$ cat src/rtl/div_pkg.sv
// Shared types and constants for the iterative restoring divider.
package div_pkg;

  localparam int unsigned DIV_WIDTH = 16;
  localparam int unsigned CNT_W     = $clog2(DIV_WIDTH + 1);

  typedef enum logic [1:0] {
    S_IDLE,
    S_CALC,
    S_DONE
  } div_state_t;

endpackage

$ cat src/rtl/div_restore_step.sv
// One combinational restoring-division step: shift in a bit, trial-subtract the divisor.
module div_restore_step #(
  parameter int unsigned WIDTH = 16
) (
  input  logic [WIDTH:0]   i_rem,
  input  logic             i_bit,
  input  logic [WIDTH-1:0] i_divisor,
  output logic [WIDTH:0]   o_rem,
  output logic             o_qbit
);

  logic [WIDTH:0] w_shift;
  logic [WIDTH:0] w_diff;
  logic           w_unused_rem_msb;

  // The partial remainder is always below the divisor, so its top bit never survives the shift.
  assign w_unused_rem_msb = i_rem[WIDTH];
  assign w_shift          = {i_rem[WIDTH-1:0], i_bit};
  assign w_diff           = w_shift - {1'b0, i_divisor};

  always_comb begin
    o_qbit = 1'b0;
    o_rem  = w_shift;
    if (w_shift >= {1'b0, i_divisor}) begin
      o_qbit = 1'b1;
      o_rem  = w_diff;
    end
  end

endmodule

$ cat src/rtl/iter_divider_16bit.sv
// 16-bit sequential restoring divider, one quotient bit per clock.
// Define DIVIDER_SIGNED_EN to enable two's complement division via i_signed_op.
module iter_divider_16bit
  import div_pkg::*;
(
  input  logic                 clk,
  input  logic                 rst_n,
  input  logic                 i_start,
  input  logic                 i_signed_op,
  input  logic [DIV_WIDTH-1:0] i_dividend,
  input  logic [DIV_WIDTH-1:0] i_divisor,
  output logic                 o_busy,
  output logic                 o_done,
  output logic [DIV_WIDTH-1:0] o_quotient,
  output logic [DIV_WIDTH-1:0] o_remainder,
  output logic                 o_div_by_zero
);

  div_state_t           r_state, w_state_nxt;
  logic [CNT_W-1:0]     r_cnt;
  logic [DIV_WIDTH-1:0] r_q;
  logic [DIV_WIDTH:0]   r_rem;
  logic [DIV_WIDTH-1:0] r_div;
  logic [DIV_WIDTH-1:0] r_quot;
  logic [DIV_WIDTH-1:0] r_remo;
  logic                 r_dbz;

  logic [DIV_WIDTH:0]   w_rem_nxt;
  logic                 w_qbit;
  logic                 w_last;
  logic                 w_div_zero;
  logic [DIV_WIDTH-1:0] w_dividend_mag;
  logic [DIV_WIDTH-1:0] w_divisor_mag;
  logic [DIV_WIDTH-1:0] w_quot_raw;
  logic [DIV_WIDTH-1:0] w_quot_fix;
  logic [DIV_WIDTH-1:0] w_rem_fix;

  div_restore_step #(.WIDTH(DIV_WIDTH)) u_step (
    .i_rem     (r_rem),
    .i_bit     (r_q[DIV_WIDTH-1]),
    .i_divisor (r_div),
    .o_rem     (w_rem_nxt),
    .o_qbit    (w_qbit)
  );

  assign w_last     = (r_cnt == CNT_W'(DIV_WIDTH - 1));
  assign w_div_zero = (i_divisor == '0);
  assign w_quot_raw = {r_q[DIV_WIDTH-2:0], w_qbit};

`ifdef DIVIDER_SIGNED_EN
  logic w_a_neg, w_b_neg;
  logic r_neg_q, r_neg_r;

  assign w_a_neg        = i_signed_op & i_dividend[DIV_WIDTH-1];
  assign w_b_neg        = i_signed_op & i_divisor[DIV_WIDTH-1];
  assign w_dividend_mag = w_a_neg ? -i_dividend : i_dividend;
  assign w_divisor_mag  = w_b_neg ? -i_divisor : i_divisor;
  assign w_quot_fix     = r_neg_q ? -w_quot_raw : w_quot_raw;
  assign w_rem_fix      = r_neg_r ? -w_rem_nxt[DIV_WIDTH-1:0] : w_rem_nxt[DIV_WIDTH-1:0];

  always_ff @(posedge clk or negedge rst_n) begin
    if (!rst_n) begin
      r_neg_q <= 1'b0;
      r_neg_r <= 1'b0;
    end else if (r_state == S_IDLE && i_start) begin
      r_neg_q <= w_a_neg ^ w_b_neg;
      r_neg_r <= w_a_neg;
    end
  end
`else
  logic w_unused_signed_op;

  assign w_unused_signed_op = i_signed_op;
  assign w_dividend_mag     = i_dividend;
  assign w_divisor_mag      = i_divisor;
  assign w_quot_fix         = w_quot_raw;
  assign w_rem_fix          = w_rem_nxt[DIV_WIDTH-1:0];
`endif

  always_comb begin
    w_state_nxt = r_state;
    o_busy      = (r_state != S_IDLE);
    o_done      = (r_state == S_DONE);
    case (r_state)
      S_IDLE: if (i_start) w_state_nxt = w_div_zero ? S_DONE : S_CALC;
      S_CALC: if (w_last) w_state_nxt = S_DONE;
      S_DONE: w_state_nxt = S_IDLE;
      default: w_state_nxt = S_IDLE;
    endcase
  end

  always_ff @(posedge clk or negedge rst_n) begin
    if (!rst_n) begin
      r_state <= S_IDLE;
      r_cnt   <= '0;
      r_q     <= '0;
      r_rem   <= '0;
      r_div   <= '0;
      r_quot  <= '0;
      r_remo  <= '0;
      r_dbz   <= 1'b0;
    end else begin
      r_state <= w_state_nxt;
      case (r_state)
        S_IDLE: begin
          if (i_start && w_div_zero) begin
            r_quot <= '1;
            r_remo <= i_dividend;
            r_dbz  <= 1'b1;
          end else if (i_start) begin
            r_q   <= w_dividend_mag;
            r_div <= w_divisor_mag;
            r_rem <= '0;
            r_cnt <= '0;
          end
        end
        S_CALC: begin
          r_rem <= w_rem_nxt;
          r_q   <= w_quot_raw;
          r_cnt <= r_cnt + CNT_W'(1);
          // Results are taken straight from the final step so they land on the edge entering DONE.
          if (w_last) begin
            r_quot <= w_quot_fix;
            r_remo <= w_rem_fix;
            r_dbz  <= 1'b0;
          end
        end
        default: ;
      endcase
    end
  end

  assign o_quotient    = r_quot;
  assign o_remainder   = r_remo;
  assign o_div_by_zero = r_dbz;

endmodule

$ cat config.mk
export PLATFORM = sky130hd
export DESIGN_NAME = iter_divider_16bit
export DESIGN_NICKNAME = d
export VERILOG_FILES = /design/src/rtl/div_pkg.sv /design/src/rtl/div_restore_step.sv /design/src/rtl/iter_divider_16bit.sv
export SDC_FILE = /design/constraint.sdc
export NUM_CORES = 1
export LEC_CHECK = 0
export ABC_AREA = 1
export CORE_UTILIZATION = 42
export DETAILED_ROUTE_END_ITERATION = 7
export SLEW_MARGIN = 40
export SYNTH_ARGS = -nofsm -noshare
export SYNTH_HDL_FRONTEND = slang
export SYNTH_SLANG_ARGS = --single-unit
$ cat constraint.sdc
create_clock -name clk -period 2.6 [get_ports clk]
set_clock_uncertainty 0.2 [all_clocks]
set_input_delay 0.52 -clock clk [delete_from_list [all_inputs] [get_ports clk]]
set_output_delay 0.52 -clock clk [all_outputs]
set_load 0.01 [all_outputs]
; ---- Yosys cells after proc, flatten, opt, wreduce, memory -nomap -nowiden
; Cells that the tools add are included.
[totals]
register_bits = 88
word_cells = 52
[classes]
muxes = 24
n_lt_le_gt_ge = 1
reduce_logical = 9
add_sub_neg = 2
eq_ne = 7
bitwise_logic = 1
[ops]
columns = operator, n
row1 = 2-to-1 mux 16 bit, 9
row2 = one-hot mux 16 bit (2 select lines), 4
row3 = greater-or-equal comparator 17 x 16 -> 1 bit, 1
row4 = logical NOT 16 bit, 1
row5 = subtractor 16 bit, 1
row6 = 2-to-1 mux 5 bit, 2
row7 = one-hot mux 5 bit (2 select lines), 1
row8 = AND reduction 3 bit, 3
row9 = "inequality test 2 bit, second input constant", 4
row10 = 2-to-1 mux 2 bit, 3
row11 = "adder 5 x 1 -> 5 bit, second input constant", 1
row12 = "== test 5 x 4 -> 1 bit, second input constant", 1
row13 = one-hot mux 2 bit (2 select lines), 1
row14 = nonzero test 2 bit, 2
row15 = 2-to-1 mux 1 bit, 3
row16 = "== test 2 x 1 -> 1 bit, second input constant", 1
row17 = "== test 2 bit, second input constant", 1
row18 = logical NOT 2 bit, 1
row19 = one-hot mux 1 bit (2 select lines), 1
row20 = AND reduction 2 bit, 1
row21 = logical AND 1 bit, 1
row22 = NOT 1 bit, 1

; ---- Depth between registers and ports, before layout
; Gate-level depths: netlist of run 1.
[depth]
ltp_word = 4
mapped_depth = 16
ltp_nobuf = 15

; ---- Hierarchy
; A second synthesis of run 1 with hierarchy kept.
[unflattened]
hier_cells = 792
hier_area_um2 = 5411.4
[by_module_without_submodules]
columns = module, area_per_inst_um2, seq_area_each_um2, cells_per_inst, n_inst
row1 = iter_divider_16bit, 3952.5, 2227.1, 495, 1
row2 = div_restore_step, 1458.9, 0.0, 297, 1

; ---- Least setup slack after synthesis of run 1
; Ideal clock, no wire load.
[synth_path]
path_type = register to register
from = reg r_rem[11]
to = reg r_remo[8], in the netlist o_remainder[8]
path_stages_with_launch = 14
arrival_ns = 1.774
slack_ns = 0.564
n_path_buf = 1
period_less_slack_ns = 2.036
required_ns = 2.338
cell_sequence = dfrtp_1 > ha_1 > nand2_1 > inv_2 > nand2_1 > nand2_1 > nand2_1 > nand2_1 > nor2_4 > buf_2 > nand4_1 > nand3_2 > nand2_1 > inv_1
[synth_via]
elab_chain_len = 4
[synth_lines]
columns = item, line_no
row1 = "start, declared", iter_divider_16bit.sv:22  ; logic [DIV_WIDTH:0] r_rem;
row2 = "start signal, assigned", iter_divider_16bit.sv:118  ; r_rem <= w_rem_nxt;
row3 = greater-or-equal comparator 17 x 16 -> 1 bit, div_restore_step.sv:24  ; if (w_shift >= {1'b0, i_divisor}) begin
row4 = 2-to-1 mux 16 bit, div_restore_step.sv:24
row5 = 2-to-1 mux 16 bit, iter_divider_16bit.sv:122  ; if (w_last) begin
row6 = one-hot mux 16 bit (2 select lines), iter_divider_16bit.sv:104  ; case (r_state)
row7 = "end signal, assigned", iter_divider_16bit.sv:108  ; r_remo <= i_dividend;
row8 = "end signal, assigned", iter_divider_16bit.sv:124  ; r_remo <= w_rem_fix;
row9 = "end, declared", iter_divider_16bit.sv:25  ; logic [DIV_WIDTH-1:0] r_remo;
; Every way passes these cells. The select of a mux whose other input is x is not followed.
; A chain may end at the register's enable or synchronous reset.

; ---- Final worst setup path of run 1
[layout_path]
from = reg r_rem[4]
to = reg r_remo[12], in the netlist o_remainder[12]
[layout_via]
elab_chain_len = 4
word_cells_on_any_way = 5
classes_between = add/sub (1) / order compare (1) / mux (3)
[layout_lines]
columns = item, line_no
row1 = subtractor 16 bit / greater-or-equal comparator 17 x 16 -> 1 bit (equally long branches), "div_restore_step.sv:19, div_restore_step.sv:24"
row2 = 2-to-1 mux 16 bit (*), div_restore_step.sv:24
row3 = 2-to-1 mux 16 bit (*), iter_divider_16bit.sv:122
row4 = one-hot mux 16 bit (2 select lines) (*), iter_divider_16bit.sv:104
; Every way passes the cells marked *; elsewhere a longest branch is shown, timed or not. The select of a mux whose other input is x is not followed.

==> results_dict.tcl, run 1 <==
set metrics [dict create \
    ys_types 35 \
    drtIter0Drc 288 \
    hp-start "o_div_by_zero" \
    place.gp.congestion 0.893 \
    syn_area_sq_um 5150 \
    insertion_delay_ns 0.35 \
    wl_per_cell_um 13.3 \
    cp_data_arrival_time_ns 2.40 \
    fin_ws_ns 0.287 \
    regToRegSetupSlack_ns 0.29 \
    relSlewSlack 0.639 \
    die_h_um 113 \
    reg2reg_depth 11 \
    totalPowerFinal_w 0.00862 \
    clock_path_buffers 2 \
    p_per_area_nw_per_um2 1350 \
    final_util 0.535 \
    yosysWarningCount 0 \
    grt_use_total 0.205 \
    rows 40 \
    start_util 0.430 \
    use_met1 0.299 \
    pre_cts_slack_ns -0.00556 \
    syn2layout_area_growth_pct 24.4 \
    worstSetupEndpointType "register" \
    vias_per_cell 4.95 \
    hold_viol_final 0 \
    cts_tree "built" \
    worstHoldPathCells 2 \
    firstDrtPassIters 5 \
    post_cts_resized 0 \
    rr_endpoint "o_remainder[12]" \
    ioPinCount 71 \
    min_period_ns 2.31 \
    syn_inst 693 \
    vias 4516 \
    min_to "o_div_by_zero" \
    grt_use_met3 0.0295 \
    grt_overflow 0 \
    holdWs_ns 0.276 \
    coreArea_sq_um 12000 \
    avgSynthCellArea_sq_um 7.43 \
    synth_nets 748 \
    grtUsageMet2 0.310 \
    grt_start_max_net_pins 70 \
    synth_area_leader_cell "dfrtp_1" \
    n_antenna_cell 0 \
    worst_pin_slew_ns 0.542 \
    drive_gt1_frac 0.0875 \
    yosys.area.top_type_share 0.428 \
    nets 816 \
    dieArea_sq_um 12700 \
    postRouteAntennaNets 0 \
    fin_crit_sh 0.889 \
    htree_levels 3 \
    fmax_mhz 432 \
    cp_data_required_time_ns 2.69 \
    critPathKind "register to register" \
    drc 0 \
    die_width_um 113 \
    drv_cap 0 \
    place_hpwl_um 9060 \
    grt_pass1_vias 4123 \
    antenna_found_initial 0 \
    status "finished, final reports clean" \
    start_kind "register" \
    drt-total-wl_um 12200 \
    cts.sinks 88 \
    grt_pass1_wl_um 20300 \
    grt_setup_unrepaired "false" \
    cts_inserted_buffers 9 \
    path_clk_slew_ns 0.06 \
    r2r-start "r_rem[4]" \
    yosysSeqAreaShare 0.428 \
    grt-busiest-layer "met2" \
    ir_drop_mv 0.590 \
    ys_seq_elements 88 \
    synth_area_leaders "dfrtp_1 (43%), nand2_1 (14%), inv_1 (7.4%), nand3_1 (5.3%), nor2_1 (5.3%)" \
    min_path_type "register to register" \
    portBuffers 69 \
    slew_violations 0 \
    setup_violations 0 \
    cp_max_fo 18 \
    power_leakage_nw 3.33 \
    cts_root_buf "clkbuf_16" \
    n_fill_cell 1174 \
]
==> critical path, cell delays in order (launching register included) <==
cell and delay (ns):
dfrtp_1 0.43, ha_1 0.38, nand2_1 0.12, nor2_1 0.19, nand2_1 0.11, nor2_2 0.16, nor2_4 0.08, nand2_4 0.22
nand3_1 0.14, nand3_1 0.12, nand2_1 0.06, inv_1 0.05
==> cell usage after synthesis, drive strengths merged <==
| master | number |
|---|---|
| o211ai | 1 |
| o21ai | 28 |
| fa | 1 |
| inv | 108 |
| clkbuf | 8 |
| xor2 | 7 |
| a22o | 1 |
| a21oi | 18 |
| o21a | 1 |
| a31oi | 15 |
| xnor2 | 1 |
| nand4 | 22 |
| nand2 | 189 |
| nand3 | 67 |
| o22ai | 2 |
| ha | 18 |
| or2 | 17 |
| dfrtp | 88 |
| buf | 18 |
| nor2 | 78 |
| nor4 | 2 |
| and2 | 3 |
==> cell type report <==
class / count / area, sq um / share of cell area
Multi-Input combinational cell: 471 / 2400 / 0.375
Sequential cell: 88 / 2200 / 0.344
Timing Repair Buffer: 83 / 871 / 0.136
Inverter: 108 / 405 / 0.0633
Clock buffer: 11 / 253 / 0.0395
Tap cell: 147 / 184 / 0.0287
Clock inverter: 5 / 86.3 / 0.0135
==> timing repair <==
action | CTS | global route
endpoints found under the hold margin | 19 | 0
buffers inserted | 0 | 0
hold buffers | 1 | 0
==> where the power goes <==
| group | internal (W) | switching, W | total [W] |
|---|---|---|---|
| registers | 0.00202 | 0.000406 | 0.00243 |
| clock network | 0.000904 | 0.000572 | 0.00148 |
| logic | 0.00193 | 0.00278 | 0.00471 |
==> cell usage in the layout, fill, tap and decap left out, types with 15 or more instances in the layout <==
cell type	synthesis	routed
dfrtp_1	88	88
inv_1	102	102
nand2_1	186	186
a31oi_1	15	15
a21oi_1	18	18
nor2_1	73	73
clkdlybuf4s50_1	0	68
nand3_1	55	55
o21ai_0	26	26
nand4_1	22	22
ha_1	18	18
==> per-layer routing <==
| layer | vias to the layer above | routed length (um) |
|---|---|---|
| met3 | 13 | 431 |
| met5 | - | 0 |
| met1 | 2073 | 6290 |
| met2 | 103 | 5250 |
| li1 | 2327 | - |
| met4 | 0 | 209 |
==> how the worst max path moves through the flow <==
stage                 startpoint  cells after the start  slack (ns)         endpoint
CTS                     r_rem[6]                     11        0.27  o_remainder[12]
global route            r_rem[6]                     11        0.08   o_remainder[0]
detailed placement  i_divisor[7]                     12      -0.006   o_remainder[2]
finish                  r_rem[4]                     11        0.29  o_remainder[12]
global placement    i_divisor[9]                     10      -0.009   o_remainder[2]
floorplan              r_rem[11]                     13        0.56   o_remainder[8]
==> through the flow <==
step | cell area (sq um) | cells | setup TNS [ns]
floorplan | 5150 | 693 | 0
global placement | 6060 | 896 | -0.00941
detailed placement | 6060 | 896 | -0.00556
CTS | 6400 | 913 | 0
global route | 6400 | 913 | 0
finish | 6400 | 913 | 0
==> cell families (layout without fill, tap and decap cells) <==
family / Yosys count / count (layout) / share of synthesized area
XOR/XNOR: 8 / 8 / 0.0136
AO/OA/AOI/OAI: 66 / 66 / 0.0700
AND/OR/NAND/NOR: 378 / 378 / 0.336
adder cells (fa/ha/maj): 19 / 19 / 0.0476
buffers and inverters: 134 / 207 / 0.105
flip-flops: 88 / 88 / 0.428
==> sequential cells by signal, summed over array words and instances (netlist names) <==
register and flops:
r_cnt 5, r_div 16, r_state 2, o_quotient 16, r_q 16, o_div_by_zero 1, r_rem 16, o_remainder 16
Power figures use the tool's default switching activity.
==> run 2, diff against run 1 <==
- TNS_END_PERCENT: default -> 5
==> results of run 2 <==
Final layout, timing and power as in run 1 (identical DEF).
